**src/rtl/conv_mul_share_arb.sv**
```systemverilog
// Shared signed A_W x B_W multiplier, round-robin arbitrated across NUM_REQ lanes, tagged results.
// Latency: a transfer at edge k gives out_valid after edge k+LAT-1 (operand stage + LAT-1 product stages).
// Backpressure: out_valid & ~out_ready freezes every stage, including bubbles, and blocks all grants.
// Build option: define CONV_MUL_ARB_FIXED_PRIO_EN for fixed priority (lowest index wins, no pointer).
module conv_mul_share_arb #(
  parameter int NUM_REQ = 4,
  parameter int A_W     = 16,
  parameter int B_W     = 8,
  parameter int P_W     = 24,   // must equal A_W+B_W
  parameter int LAT     = 2,    // 2..4
  parameter int ID_W    = 2     // 2**ID_W >= NUM_REQ
) (
  input  logic                   ap_clk,
  input  logic                   ap_rst_n,
  input  logic [NUM_REQ-1:0]     req_valid,
  output logic [NUM_REQ-1:0]     req_ready,
  input  logic [NUM_REQ*A_W-1:0] req_a,
  input  logic [NUM_REQ*B_W-1:0] req_b,
  output logic                   out_valid,
  input  logic                   out_ready,
  output logic [ID_W-1:0]        out_id,
  output logic [P_W-1:0]         out_p
);

  localparam int NPS = LAT - 1;  // product register stages after the operand stage

  logic                 stall;
  logic [ID_W-1:0]      ptr;
  logic                 gnt_any;
  logic [ID_W-1:0]      gnt_id;
  logic [NUM_REQ-1:0]   gnt_vec;
  logic signed [A_W-1:0] a_sel;
  logic signed [B_W-1:0] b_sel;

  // Operand stage
  logic                  s1_v;
  logic [ID_W-1:0]       s1_id;
  logic signed [A_W-1:0] s1_a;
  logic signed [B_W-1:0] s1_b;
  logic signed [P_W-1:0] prod;

  // Product stages; the last one is the output register
  logic [NPS-1:0]        pv;
  logic [ID_W-1:0]       pid [NPS];
  logic [P_W-1:0]        pp  [NPS];

  // The whole pipe moves in lockstep: a held output freezes everything behind it.
  assign stall = out_valid & ~out_ready;

  // Grant search: first valid lane starting at ptr, wrapping; nothing granted in reset or stall.
  always_comb begin
    int idx;
    idx     = 0;
    gnt_any = 1'b0;
    gnt_id  = '0;
    gnt_vec = '0;
    if (ap_rst_n && !stall) begin
      for (int off = 0; off < NUM_REQ; off++) begin
        idx = (int'(ptr) + off) % NUM_REQ;
        if (!gnt_any && req_valid[idx]) begin
          gnt_any      = 1'b1;
          gnt_id       = ID_W'(idx);
          gnt_vec[idx] = 1'b1;
        end
      end
    end
  end

  assign req_ready = gnt_vec;

  // Operand mux for the granted lane.
  assign a_sel = req_a[int'(gnt_id)*A_W +: A_W];
  assign b_sel = req_b[int'(gnt_id)*B_W +: B_W];

`ifdef CONV_MUL_ARB_FIXED_PRIO_EN
  // Fixed priority: search always begins at lane 0, high lanes may starve.
  assign ptr = '0;
`else
  // Round-robin pointer advances past the lane that just transferred.
  always_ff @(posedge ap_clk or negedge ap_rst_n) begin
    if (!ap_rst_n) begin
      ptr <= '0;
    end else if (gnt_any) begin
      ptr <= ID_W'((int'(gnt_id) + 1) % NUM_REQ);
    end
  end
`endif

  // Operand stage: capture the granted lane, or a bubble when nobody is valid.
  always_ff @(posedge ap_clk or negedge ap_rst_n) begin
    if (!ap_rst_n) begin
      s1_v  <= 1'b0;
      s1_id <= '0;
      s1_a  <= '0;
      s1_b  <= '0;
    end else if (!stall) begin
      s1_v <= gnt_any;
      if (gnt_any) begin
        s1_id <= gnt_id;
        s1_a  <= a_sel;
        s1_b  <= b_sel;
      end
    end
  end

  // Full-width signed product; both operands are sign-extended so no bits are lost.
  assign prod = P_W'(s1_a) * P_W'(s1_b);

  // Product register chain; stage NPS-1 drives the outputs directly.
  always_ff @(posedge ap_clk or negedge ap_rst_n) begin
    if (!ap_rst_n) begin
      pv <= '0;
      for (int j = 0; j < NPS; j++) begin
        pid[j] <= '0;
        pp[j]  <= '0;
      end
    end else if (!stall) begin
      pv[0]  <= s1_v;
      pid[0] <= s1_id;
      pp[0]  <= prod;
      for (int j = 1; j < NPS; j++) begin
        pv[j]  <= pv[j-1];
        pid[j] <= pid[j-1];
        pp[j]  <= pp[j-1];
      end
    end
  end

  assign out_valid = pv[NPS-1];
  assign out_id    = pid[NPS-1];
  assign out_p     = pp[NPS-1];

endmodule

```
**config.mk**
```make
export PLATFORM = sky130hd
export DESIGN_NAME = conv_mul_share_arb
export DESIGN_NICKNAME = d
export VERILOG_FILES = /design/src/rtl/conv_mul_share_arb.sv
export SDC_FILE = /design/constraint.sdc
export NUM_CORES = 1
export LEC_CHECK = 0
export BUFFER_PORTS_ARGS = -buffer_cell sky130_fd_sc_hd__buf_2
export CAP_MARGIN = 5
export CORE_AREA = 2 2 143 145
export DETAILED_ROUTE_END_ITERATION = 10
export DIE_AREA = 0 0 145 147
export GPL_ROUTABILITY_DRIVEN = 0
export SYNTH_ARGS = -nofsm -noshare
export SYNTH_HDL_FRONTEND = slang
export SYNTH_SLANG_ARGS = --single-unit
```
**constraint.sdc**
```tcl
create_clock -name ap_clk -period 5.2 [get_ports ap_clk]
set_clock_uncertainty 0.05 [all_clocks]
set_input_delay 0.26 -clock ap_clk [delete_from_list [all_inputs] [get_ports ap_clk]]
set_output_delay 0.26 -clock ap_clk [all_outputs]
set_load 0.03 [all_outputs]
```
After elaboration in Yosys (flattened, before gate mapping)
Cells that the tools add are included.
{ "classes": {"muxes": 40, "shift": 2, "bitwise": 9, "reduce_logical": 16, "n_mul": 1, "order_cmp": 8, "addsub": 4} }
{ "op_table": {"columns": ["operator", "n"], "rows": [
  ["$shiftx A64 B7 Y16", 1],
  ["$mux W4", 8],
  ["$shiftx A32 B6 Y8", 1],
  ["$mul A16 B8 Y24", 1],
  ["$mux W1", 19],
  ["$lt A3 B4 Y1 const B", 3],
  ["$or A4 B4 Y4", 3],
  ["$mux W2", 5],
  ["$ge A3 B1 Y1 const B", 3],
  ["$bmux W1 S2", 4],
  ["$demux W1 S2", 4],
  ["$logic_and A1 B1 Y1", 8],
  ["$reduce_or A2 Y1", 3],
  ["$add A2 B1 Y2 const B", 2],
  ["$add A2 B2 Y2 const B", 2],
  ["$logic_not A1 Y1", 4],
  ["$and A1 B1 Y1 const A", 3],
  ["$lt A2 B3 Y1 const B", 1],
  ["$ge A2 B1 Y1 const B", 1],
  ["$not A1 Y1", 2],
  ["$reduce_and A2 Y1", 1],
  ["$and A1 B1 Y1", 1]
]} }
{ "totals": {"input_bits": 103, "out_inout_bits": 31, "elab_cells": 88, "regBits": 56} }

Longest topological paths before layout
{ "depth": {"word_depth": 18, "depth_mapped": 18, "depth_no_buf": 17} }

Worst setup path after synthesis
No wires, ideal clock.
{ "synth_path": {"path_kind": "register to register", "startpoint": "register s1_b[7]", "endpoint": "register pp (netlist bit out_p[23])", "path_stages_with_launch": 18, "t_arrival_ps": 4955, "setup_slack_ps": 59, "period_less_slack_ps": 5141, "required_time_ps": 5014, "setup_time_ps": 136, "n_path_buf": 1, "cell_sequence": "dfrtp_1 > inv_1 > buf_1 > nor2_1 > fa_1 > fa_1 > fa_1 > inv_1 > fa_1 > inv_1 > ha_1 > a41o_1 > a221oi_1 > nor2_1 > nor4_1 > o21ai_0 > a221oi_1 > o21ai_0"} }
{ "synth_via": {"elab_chain_cells": 1} }
{ "synth_rtl": {"columns": ["element", "line", "source"], "rows": [
  ["start, declared", "39", "logic signed [B_W-1:0] s1_b;"],
  ["start signal, assigned", "101", "s1_b <= b_sel;"],
  ["$mul A16 B8 Y24", "107", "assign prod = P_W'(s1_a) * P_W'(s1_b);"],
  ["end signal, assigned by index", "124", "pp[j] <= pp[j-1];"],
  ["end, declared", "45", "logic [P_W-1:0] pp [NPS];"]
]} }
Every way passes these cells.
A chain may end at the register's enable or synchronous reset.

Worst setup path after layout
Same ends and word-level chain as after synthesis.

==> flow_summary.yaml <==
cells_and_area:
  area_growth_pct: 17.4
  diodes: 0
  final_area_um2: 9170
  drive_above_1_share_pct: 26.1
  fin_nets: 1242
timing:
  period_needed_ps: 4940
  finalSetupViolCount: 0
  max_slew_margin_pct: 32.6
  hold_viol_final: 0
  setup_ws_ps: 256
  tightest_slew_ps: 1010
  fmax_mhz: 202
  finalMaxSlewViolations: 0
  post-route-period-util_pct: 95.1
  rsz0062_at_grt: "false"
cts:
  cts_tree: "yes"
  clkTransAtPathRegs_ps: 70
  cts_inserted_buffers: 5
  insertion_delay_ps: 310
  clockRootBuffer: "clkbuf_16"
  cts_sinks: 56
  htreeDepth: 2
  cts_buffer_depth: 2
setup_path:
  required_ps: 5330
  cp-start-kind: "flip-flop"
  end_kind: "flip-flop"
  ff2ff_path_depth: 17
  cp.arrival_ps: 5070
  path_max_fanout: 10
  worstSetupPathType: "reg -> reg"
synth:
  synth_seq_cells: 56
  synth_top_area_share_pct: 26.4
  async_reset_ff_share_pct: 100
  synth_area_um2: 7810
  ys.flop_type: "dfrtp_1"
  ys_types: 56
  synth.yosys.seq_area_share_pct: 17.9
  syn_nets: 1094
  synth-edff-count: 0
  post-synth-top-count-cell: "inv_1"
  avgSynthCellArea_um2: 9.35
  synth.area.top_cells: "fa_1 26%, dfrtp_1 18%, ha_1 8.5%, and2_1 7.2%, inv_1 6.7%"
  synth_cells: 835
  synth_common_cells: "140 x inv_1, 103 x fa_1, 90 x and2_1"
  yosysWarnings: 0
  yosys.area.top_type: "fa_1"
detailed_routing:
  drt_first_pass_iters: 4
  vias_per_cell: 4.91
  wl_per_cell_um: 14.7
  drcViolationCount: 0
  routed_wl_um: 18400
  drt_iter0_drc: 173
  ant_nets: 0
  vias: 6156
die:
  core_area_um2: 19800
  die_w_um: 145
  start_util_pct: 39.4
  dieHeight_um: 147
  ios: 134
  placementRows: 52
  die_area_um2: 21300
placed_design:
  io_buffers: 133
  pre_cts_ws_ps: -40.0
  hpwl_um: 14800
  placed_area_um2: 8880
grt:
  grt_pass1_wl_um: 30800
  grtUsageTotal_pct: 17.7
  grt_antenna_before_repair: 0
  gr-total-overflow: 0
  grt_pass1_vias: 6274
  grt_max_degree: 58
job:
  maxCapViolCount: 0
hold_path:
  min-delay-path-class: "in -> async"
run_status:
  outcome: "completed"
-- cells by family (layout without fill, tap and decap cells) --
logic type / after synthesis / after routing / share of synthesized area, %
flip-flops: 56 / 56 / 17.9
AO/OA/AOI/OAI: 139 / 139 / 12.2
adder cells (fa/ha/maj): 156 / 156 / 34.9
AND/OR/NAND/NOR: 241 / 241 / 16.3
XOR/XNOR: 14 / 14 / 1.57
multiplexers: 54 / 54 / 7.94
buffers and inverters: 175 / 324 / 9.21
-- placed cells by master (no fill, tap or decap), drive strengths merged, types with 7 or more instances in the layout --
| cell | Yosys | final |
|---|---|---|
| fa | 103 | 103 |
| a21oi | 40 | 40 |
| buf | 14 | 176 |
| nor2 | 43 | 43 |
| ha | 53 | 53 |
| a221oi | 7 | 7 |
| dfrtp | 56 | 56 |
| mux2i | 26 | 26 |
| xnor2 | 9 | 9 |
| clkbuf | 21 | 8 |
| o22ai | 24 | 24 |
| and2 | 91 | 91 |
| a21o | 7 | 7 |
| o21ai | 24 | 24 |
| nand2 | 62 | 62 |
| nor3 | 9 | 9 |
| mux2 | 24 | 24 |
| inv | 140 | 140 |
-- what timing repair did --
item	CTS	global route
gates resized for setup	2	23
hold buffers	0	0
setup endpoints to repair	1	7
pin swaps	0	3
buffers inserted	0	9
-- state kept, by name, indices dropped and copies added, names as in the netlist --
name / cells
s1_a: 16
s1_v: 1
out_id: 2
out_p: 24
ptr: 2
out_valid: 1
s1_id: 2
s1_b: 8
-- layout make-up --
type,instances,area [µm²]
Clock buffer,8,146
Fill cell,1960,10700
Inverter,140,528
Multi-Input combinational cell,604,5750
Sequential cell,56,1410
Tap cell,270,338
Timing Repair Buffer,176,993
-- through the flow --
stage | hold WS, ps | utilization (%) | instances | setup TNS [ps]
after floorplan | -85.6 | - | 835 | 0
final | 63.0 | 46.2 | 1254 | 0
after global routing | 133 | 46.2 | 1254 | 0
after detailed placement | 403 | 44.8 | 1237 | -40.0
after CTS | 98.8 | 45.5 | 1245 | 0
after global placement | 400 | 44.8 | 1237 | 0
-- worst max-delay path, stage by stage, from the launching register on --
cell and delay, ps:
dfrtp_1 430, inv_4 120, buf_6 150, nor2_1 70, fa_1 520, fa_1 520
fa_1 550, inv_1 60, fa_1 530, inv_1 40, ha_1 350, and4_1 230
and4_1 210, a22o_1 250, nor4_4 290, o21ai_2 110, a221oi_1 220, o21ai_0 130
-- worst paths after layout --
check	start	to	slack, ps
max in group asynchronous	ap_rst_n	s1_a[4]$_DFFE_PN0P_	4490
hold / removal	ap_rst_n	ptr[1]$_DFFE_PN0P_	60
setup / recovery	s1_b[7]$_DFFE_PN0P_	out_p[23]$_DFFE_PN0N_	260
hold reg to reg	out_p[0]$_DFFE_PN0N_	out_p[0]$_DFFE_PN0N_	410
min in group ap_clk	req_a[25]	s1_a[9]$_DFFE_PN0P_	200
setup reg to reg	s1_b[7]$_DFFE_PN0P_	out_p[23]$_DFFE_PN0N_	260
-- layer usage --
layer / vias up / track usage [%] / part of all wire [%]
met5: - / 0 / 0
met4: 0 / 4.90 / 1.7
met3: 14 / 2.02 / 2.3
met2: 81 / 31.8 / 54
met1: 3053 / 22.7 / 42
li1: 3008 / - / -
Power is not shown: default switching activity piles up to over one toggle a cycle in this logic, so the estimate is an artifact.
